[src/rtl/wb_stage_pkg.sv]
// Shared constants and bus payload types for the write-back stage and its CP0 block.
package wb_stage_pkg;

  localparam int unsigned MS_TO_WS_BUS_WD = 73;
  localparam int unsigned MS_EX_BUS_WD    = 10;
  localparam int unsigned WS_TO_DS_BUS_WD = 36;

  localparam logic [4:0] CP0_COUNT   = 5'd9;
  localparam logic [4:0] CP0_COMPARE = 5'd11;
  localparam logic [4:0] CP0_STATUS  = 5'd12;
  localparam logic [4:0] CP0_CAUSE   = 5'd13;
  localparam logic [4:0] CP0_EPC     = 5'd14;

  localparam logic [4:0]  EXC_SYS  = 5'h08;
  localparam logic [31:0] EX_ENTRY = 32'hbfc0_0380;

  typedef struct packed {
    logic [3:0]  reg_we;
    logic [4:0]  dest;
    logic [31:0] result;
    logic [31:0] pc;
  } ms_to_ws_t;

  typedef struct packed {
    logic       bd;
    logic       sys;
    logic       mfc0;
    logic       mtc0;
    logic       eret;
    logic [4:0] cp0_addr;
  } ms_ex_t;

endpackage

[src/rtl/wb_stage_cp0.sv]
// CP0 subset (Count, Compare, Status, Cause, EPC) with timer, syscall/eret updates and interrupt request.
module cp0_regs
  import wb_stage_pkg::*;
(
  input  logic        clk,
  input  logic        reset,
  input  logic        wr_en_i,
  input  logic [4:0]  addr_i,
  input  logic [31:0] wdata_i,
  input  logic        sys_i,
  input  logic        eret_i,
  input  logic        bd_i,
  input  logic [31:0] pc_i,
  output logic [31:0] rdata_o,
  output logic [31:0] epc_o,
  output logic        int_req_o
);

  logic        tick_q,    tick_d;
  logic [31:0] count_q,   count_d;
  logic [31:0] compare_q, compare_d;
  logic [7:0]  im_q,      im_d;
  logic        exl_q,     exl_d;
  logic        ie_q,      ie_d;
  logic        bd_q,      bd_d;
  logic        ti_q,      ti_d;
  logic [1:0]  ip_sw_q,   ip_sw_d;
  logic [4:0]  exccode_q, exccode_d;
  logic [31:0] epc_q,     epc_d;

  logic [31:0] status_w;
  logic [31:0] cause_w;
  logic [7:0]  ip_w;

  // BEV is hardwired to 1; IP[15] mirrors the timer interrupt.
  assign status_w = {9'b0, 1'b1, 6'b0, im_q, 6'b0, exl_q, ie_q};
  assign ip_w     = {ti_q, 5'b0, ip_sw_q};
  assign cause_w  = {bd_q, ti_q, 14'b0, ip_w, 1'b0, exccode_q, 2'b0};

  always_comb begin
    tick_d    = ~tick_q;
    count_d   = count_q + 32'(tick_q);
    compare_d = compare_q;
    im_d      = im_q;
    exl_d     = exl_q;
    ie_d      = ie_q;
    bd_d      = bd_q;
    ti_d      = ti_q;
    ip_sw_d   = ip_sw_q;
    exccode_d = exccode_q;
    epc_d     = epc_q;

    if (count_q == compare_q) ti_d = 1'b1;

    if (wr_en_i) begin
      case (addr_i)
        CP0_COUNT:   count_d = wdata_i;
        CP0_COMPARE: begin
          compare_d = wdata_i;
          ti_d      = 1'b0;
        end
        CP0_STATUS: begin
          im_d  = wdata_i[15:8];
          exl_d = wdata_i[1];
          ie_d  = wdata_i[0];
        end
        CP0_CAUSE:   ip_sw_d = wdata_i[9:8];
        CP0_EPC:     epc_d   = wdata_i;
        default:     ;
      endcase
    end

    // A nested exception keeps the original return address and BD flag.
    if (sys_i) begin
      exccode_d = EXC_SYS;
      exl_d     = 1'b1;
      if (!exl_q) begin
        bd_d  = bd_i;
        epc_d = bd_i ? pc_i - 32'd4 : pc_i;
      end
    end

    if (eret_i) exl_d = 1'b0;
  end

  always_ff @(posedge clk or posedge reset) begin
    if (reset) begin
      tick_q    <= 1'b0;
      count_q   <= 32'd0;
      compare_q <= 32'd0;
      im_q      <= 8'd0;
      exl_q     <= 1'b0;
      ie_q      <= 1'b0;
      bd_q      <= 1'b0;
      ti_q      <= 1'b0;
      ip_sw_q   <= 2'd0;
      exccode_q <= 5'd0;
      epc_q     <= 32'd0;
    end else begin
      tick_q    <= tick_d;
      count_q   <= count_d;
      compare_q <= compare_d;
      im_q      <= im_d;
      exl_q     <= exl_d;
      ie_q      <= ie_d;
      bd_q      <= bd_d;
      ti_q      <= ti_d;
      ip_sw_q   <= ip_sw_d;
      exccode_q <= exccode_d;
      epc_q     <= epc_d;
    end
  end

  always_comb begin
    rdata_o = 32'd0;
    case (addr_i)
      CP0_COUNT:   rdata_o = count_q;
      CP0_COMPARE: rdata_o = compare_q;
      CP0_STATUS:  rdata_o = status_w;
      CP0_CAUSE:   rdata_o = cause_w;
      CP0_EPC:     rdata_o = epc_q;
      default:     rdata_o = 32'd0;
    endcase
  end

  assign epc_o     = epc_q;
  assign int_req_o = ie_q & ~exl_q & (|(ip_w & im_q));

endmodule

[src/rtl/wb_stage.sv]
// Write-back stage: registers the memory-stage result, drives GPR writes/forwarding/trace, resolves syscall and eret.
module wb_stage
  import wb_stage_pkg::*;
(
  input  logic                       clk,
  input  logic                       reset,
  input  logic                       ms_to_ws_valid,
  input  logic [MS_TO_WS_BUS_WD-1:0] ms_to_ws_bus,
  input  logic [MS_EX_BUS_WD-1:0]    ms_ex_bus,
  output logic                       ws_allowin,
  output logic [3:0]                 rf_we,
  output logic [4:0]                 rf_waddr,
  output logic [31:0]                rf_wdata,
  output logic                       ws_write_reg,
  output logic [4:0]                 ws_reg_dest,
  output logic [WS_TO_DS_BUS_WD-1:0] ws_to_ds_bus,
  output logic                       flush,
  output logic [31:0]                flush_pc,
  output logic                       int_req,
  output logic [31:0]                debug_wb_pc,
  output logic [3:0]                 debug_wb_rf_wen,
  output logic [4:0]                 debug_wb_rf_wnum,
  output logic [31:0]                debug_wb_rf_wdata
);

  logic      ws_valid_q, ws_valid_d;
  ms_to_ws_t bus_q,      bus_d;
  ms_ex_t    ex_q,       ex_d;
  ms_to_ws_t bus_in;
  ms_ex_t    ex_in;

  logic        ws_ex;
  logic [31:0] cp0_rdata;
  logic [31:0] cp0_epc;

  assign bus_in = ms_to_ws_bus;
  assign ex_in  = ms_ex_bus;

  // The stage always completes in one cycle; an arriving instruction is squashed while flush is high.
  always_comb begin
    ws_valid_d = flush ? 1'b0 : ms_to_ws_valid;
    bus_d      = ms_to_ws_valid ? bus_in : bus_q;
    ex_d       = ms_to_ws_valid ? ex_in  : ex_q;
  end

  always_ff @(posedge clk or posedge reset) begin
    if (reset) begin
      ws_valid_q <= 1'b0;
      bus_q      <= '0;
      ex_q       <= '0;
    end else begin
      ws_valid_q <= ws_valid_d;
      bus_q      <= bus_d;
      ex_q       <= ex_d;
    end
  end

  cp0_regs u_cp0 (
    .clk       (clk),
    .reset     (reset),
    .wr_en_i   (ws_valid_q & ex_q.mtc0),
    .addr_i    (ex_q.cp0_addr),
    .wdata_i   (bus_q.result),
    .sys_i     (ws_valid_q & ex_q.sys),
    .eret_i    (ws_valid_q & ex_q.eret),
    .bd_i      (ex_q.bd),
    .pc_i      (bus_q.pc),
    .rdata_o   (cp0_rdata),
    .epc_o     (cp0_epc),
    .int_req_o (int_req)
  );

  assign ws_ex    = ws_valid_q & (ex_q.sys | ex_q.eret);
  assign flush    = ws_ex;
  assign flush_pc = (ws_valid_q & ex_q.eret) ? cp0_epc : EX_ENTRY;

  assign ws_allowin   = 1'b1;
  assign rf_we        = bus_q.reg_we & {4{ws_valid_q & ~ws_ex}};
  assign rf_waddr     = bus_q.dest;
  assign rf_wdata     = ex_q.mfc0 ? cp0_rdata : bus_q.result;
  assign ws_write_reg = ws_valid_q & (|bus_q.reg_we);
  assign ws_reg_dest  = bus_q.dest;
  assign ws_to_ds_bus = {rf_wdata, rf_we};

  assign debug_wb_pc       = bus_q.pc;
  assign debug_wb_rf_wen   = rf_we;
  assign debug_wb_rf_wnum  = rf_waddr;
  assign debug_wb_rf_wdata = rf_wdata;

endmodule

[config.mk]
export PLATFORM = sky130hd
export DESIGN_NAME = wb_stage
export DESIGN_NICKNAME = d
export VERILOG_FILES = /design/src/rtl/wb_stage_pkg.sv /design/src/rtl/wb_stage_cp0.sv /design/src/rtl/wb_stage.sv
export SDC_FILE = /design/constraint.sdc
export NUM_CORES = 1
export LEC_CHECK = 0
export BUFFER_PORTS_ARGS = -buffer_cell sky130_fd_sc_hd__buf_2
export CORE_MARGIN = 5
export CORE_UTILIZATION = 30
export CTS_CLUSTER_DIAMETER = 30
export CTS_CLUSTER_SIZE = 25
export DETAILED_ROUTE_END_ITERATION = 6
export GPL_TIMING_DRIVEN = 0
export SKIP_CTS_REPAIR_TIMING = 1
export SLEW_MARGIN = 20
export SYNTH_ARGS = -nofsm -noshare
export SYNTH_HDL_FRONTEND = slang
export SYNTH_SLANG_ARGS = --single-unit
[constraint.sdc]
create_clock -name clk -period 6.3 [get_ports clk]
set_input_delay 0.945 -clock clk [delete_from_list [all_inputs] [get_ports clk]]
set_output_delay 0.945 -clock clk [all_outputs]
set_load 0.02 [all_outputs]
==> reports/metrics.cfg <==
[hold_path]
hold-path-cell-count = 1
hold_path.class = reg2reg
min_from = u_cp0.tick_q
hold_end = u_cp0.tick_q

[placement]
dpl_cell_area_sq_mm = 0.0131
place_inst = 1846
portBuffers = 274
post-place-ws_ns = 2.35
hpwlAfterDp_mm = 30.3
gp_congestion = 0.896

[pwr]
p_total_mw = 4.18
vdd_drop_max_mv = 0.187
power.share.clock = 0.261
power_frac_seq = 0.443
leakage_nw = 6.38
p_int_mw = 2.64
pwr-share-comb = 0.296
power.density_mw_per_mm2 = 305
p_switching_mw = 1.54
swShare = 0.368

[global_routing]
grt_pass1_wl_mm = 58.6
grt_pass1_vias = 9510
grt_overflow = 0
track_usage = 0.184
grt_max_degree = 85
antenna_found_initial = 0

[setup_path]
worstPathRequired_ns = 5.35
worst_setup_path_start_kind = flip-flop
path_cells = nand2b_1 > nor3_1 > clkbuf_1 > buf_2 > a222oi_1 > o22ai_1 > buf_4 > buf_2
r2r_start = debug_wb_pc[4]
critPathKind = reg2out
crit_path_max_fanout = 10
cp_common_cell = buf_2
critPathTopFamily = buffers and inverters
cp.arrival_ns = 3.57
r2r_slack_ns = 3.31
reg2regPathDepth = 5
end_kind = output port
rr_endpoint = u_cp0.epc_o[10]
cp_slowest_cell = nor3_1
cp.buffers_inverters = 4
slowest_delay_ns = 0.78

[timing]
relSlewSlack = 0.338
fin_ws_ns = 1.79
fin_tns_setup_ns = 0
slew_viol_final = 0
period_minus_slack_ns = 4.51
hold_slack_ns = 0.447
timing.fmax_ghz = 0.222
finalSetupViolCount = 0
worstMarginPinSlew_ns = 0.985
grt_setup_unrepaired = false
hold_viol = 0
fin_skew_ns = 0.0137
fin_crit_sh = 0.716

[synth]
synth.area.top_cells = dfrtp_1 44%, mux2_2 12%, buf_4 8.2%, xnor2_1 5.0%, a222oi_1 2.9%
synth_edf_count = 0
synth_ff_type = dfrtp_1
async_reset_ff_frac = 1.00
synth.net_count = 1191
netlist_area_sq_mm = 0.0111
ys_types = 52
seq_area_frac_synth = 0.441
synthCells = 1102
yosys.area.top_type = dfrtp_1
yosysWarnings = 0
avgSynthCellArea_sq_um = 10.1
synth_top_area_frac = 0.441
ys_ff_latch = 196

[clocking]
numCtsBuffers = 17
clock-sinks = 196
h-tree-depth = 4
cts_tree = yes
clockRootBuffer = clkbuf_16
cts_buffer_depth = 2
clk_pin_slew_ns = 0.07
clkLatencyLatePin_ns = 0.45

[routing]
routed_wl_mm = 38.3
antenna_left = 0
routedWlPerCell_um = 20.4
via_per_inst = 4.98
drc = 0
drt_iter0_markers = 701
num_vias = 9344
drt-pass1-iter-count = 7

[floorplan]
dieArea_sq_mm = 0.0410
die_h_um = 203
fp.dieW_um = 203
initial_core_util = 0.304
core_area_sq_mm = 0.0366
num_io_pins = 277
rows = 70

[cells_and_area]
nets = 1486
diodes = 0
layout-drive-gt1-share = 0.413
fin_util = 0.374
n_fill_cell = 3701
multi_input_area_sq_mm = 0.00489
seqCellArea_sq_mm = 0.00490
final_area_sq_mm = 0.0137
area_growth_pct = 23.3
finalNonFillerCells = 1878

[job]
maxCapViolations = 0

[status]
status = completed

## synth_stat cells, types with 32 or more instances
master	number
o21ai_0	52
nor2_1	61
a21oi_1	48
dfrtp_1	196
xnor2_1	63
a222oi_1	32
nand2_1	67
mux2_2	115
and3_1	32
inv_1	35
buf_4	122
clkbuf_1	52
## power by group through the flow
stage	Combinational [mW]	Clock [mW]	Sequential, mW
2_1_floorplan	0.897	0	1.73
6_report	1.24	1.09	1.85
3_5_place_dp	1.24	0	1.86
4_1_cts	1.25	1.10	1.84
3_3_place_gp	1.22	0	1.86
5_1_grt	1.35	1.15	1.89
## how the worst max path moves through the flow
stage                     slack, ns  startpoint  depth (start not counted)            to
after detailed placement       2.35     ex_q[4]                          8  rf_wdata[19]
after global routing           1.70     ex_q[4]                          8  rf_wdata[20]
after global placement        -2.50       reset                          2     bus_q[55]
after floorplan                0.01       reset                          1     bus_q[32]
after CTS                      1.87     ex_q[4]                          8  rf_wdata[19]
final                          1.79     ex_q[4]                          8  rf_wdata[20]
## metal layers
layer	GRT usage	vias up	wire, um
li1	-	4358	-
met3	0.0356	61	2640
met4	0.0759	0	1430
met5	0	-	0
met2	0.297	400	18100
met1	0.245	4525	16200
## sequential cells by signal, indices dropped and copies added (netlist names), 2 cells and up
| name | flops |
|---|---|
| bus_q | 36 |
| u_cp0.ip_sw_q | 2 |
| debug_wb_rf_wnum | 5 |
| debug_wb_pc | 32 |
| u_cp0.count_q | 32 |
| u_cp0.compare_q | 32 |
| ex_q | 10 |
| u_cp0.im_q | 8 |
| u_cp0.epc_o | 32 |
## final cells by class
class / count / share of cell area
buffer: 191 / 0.0874
clock inverter: 15 / 0.0103
timing repair buffer: 276 / 0.104
sequential: 196 / 0.358
clock buffer: 17 / 0.0310
tap: 468 / 0.0427
multi-input combinational: 680 / 0.357
inverter: 35 / 0.0101
## kinds of logic after synthesis
logic type	share of synthesized area
flip-flops	0.441
buffers and inverters	0.119
other	0.000337
adder cells (fa/ha/maj)	0.00338
AND/OR/NAND/NOR	0.132
XOR/XNOR	0.0701
multiplexers	0.126
AO/OA/AOI/OAI	0.107
## layout by cell type, fill, tap and decap left out, types with 12 or more instances in the layout
master       n
xor2_1      26
inv_1       34
o21ai_0     52
o22ai_1     29
nand4_1     16
nor3_1      17
buf_2      286
clkbuf_1    52
clkbuf_16   17
or2_2       12
dfrtp_1    196
and3_1      32
a222oi_1    32
xnor2_1     63
a21oi_1     48
mux2_2     115
buf_4      122
nand3_1     18
nand2_1     67
nor2_1      61
Power figures use the tool's default switching activity.
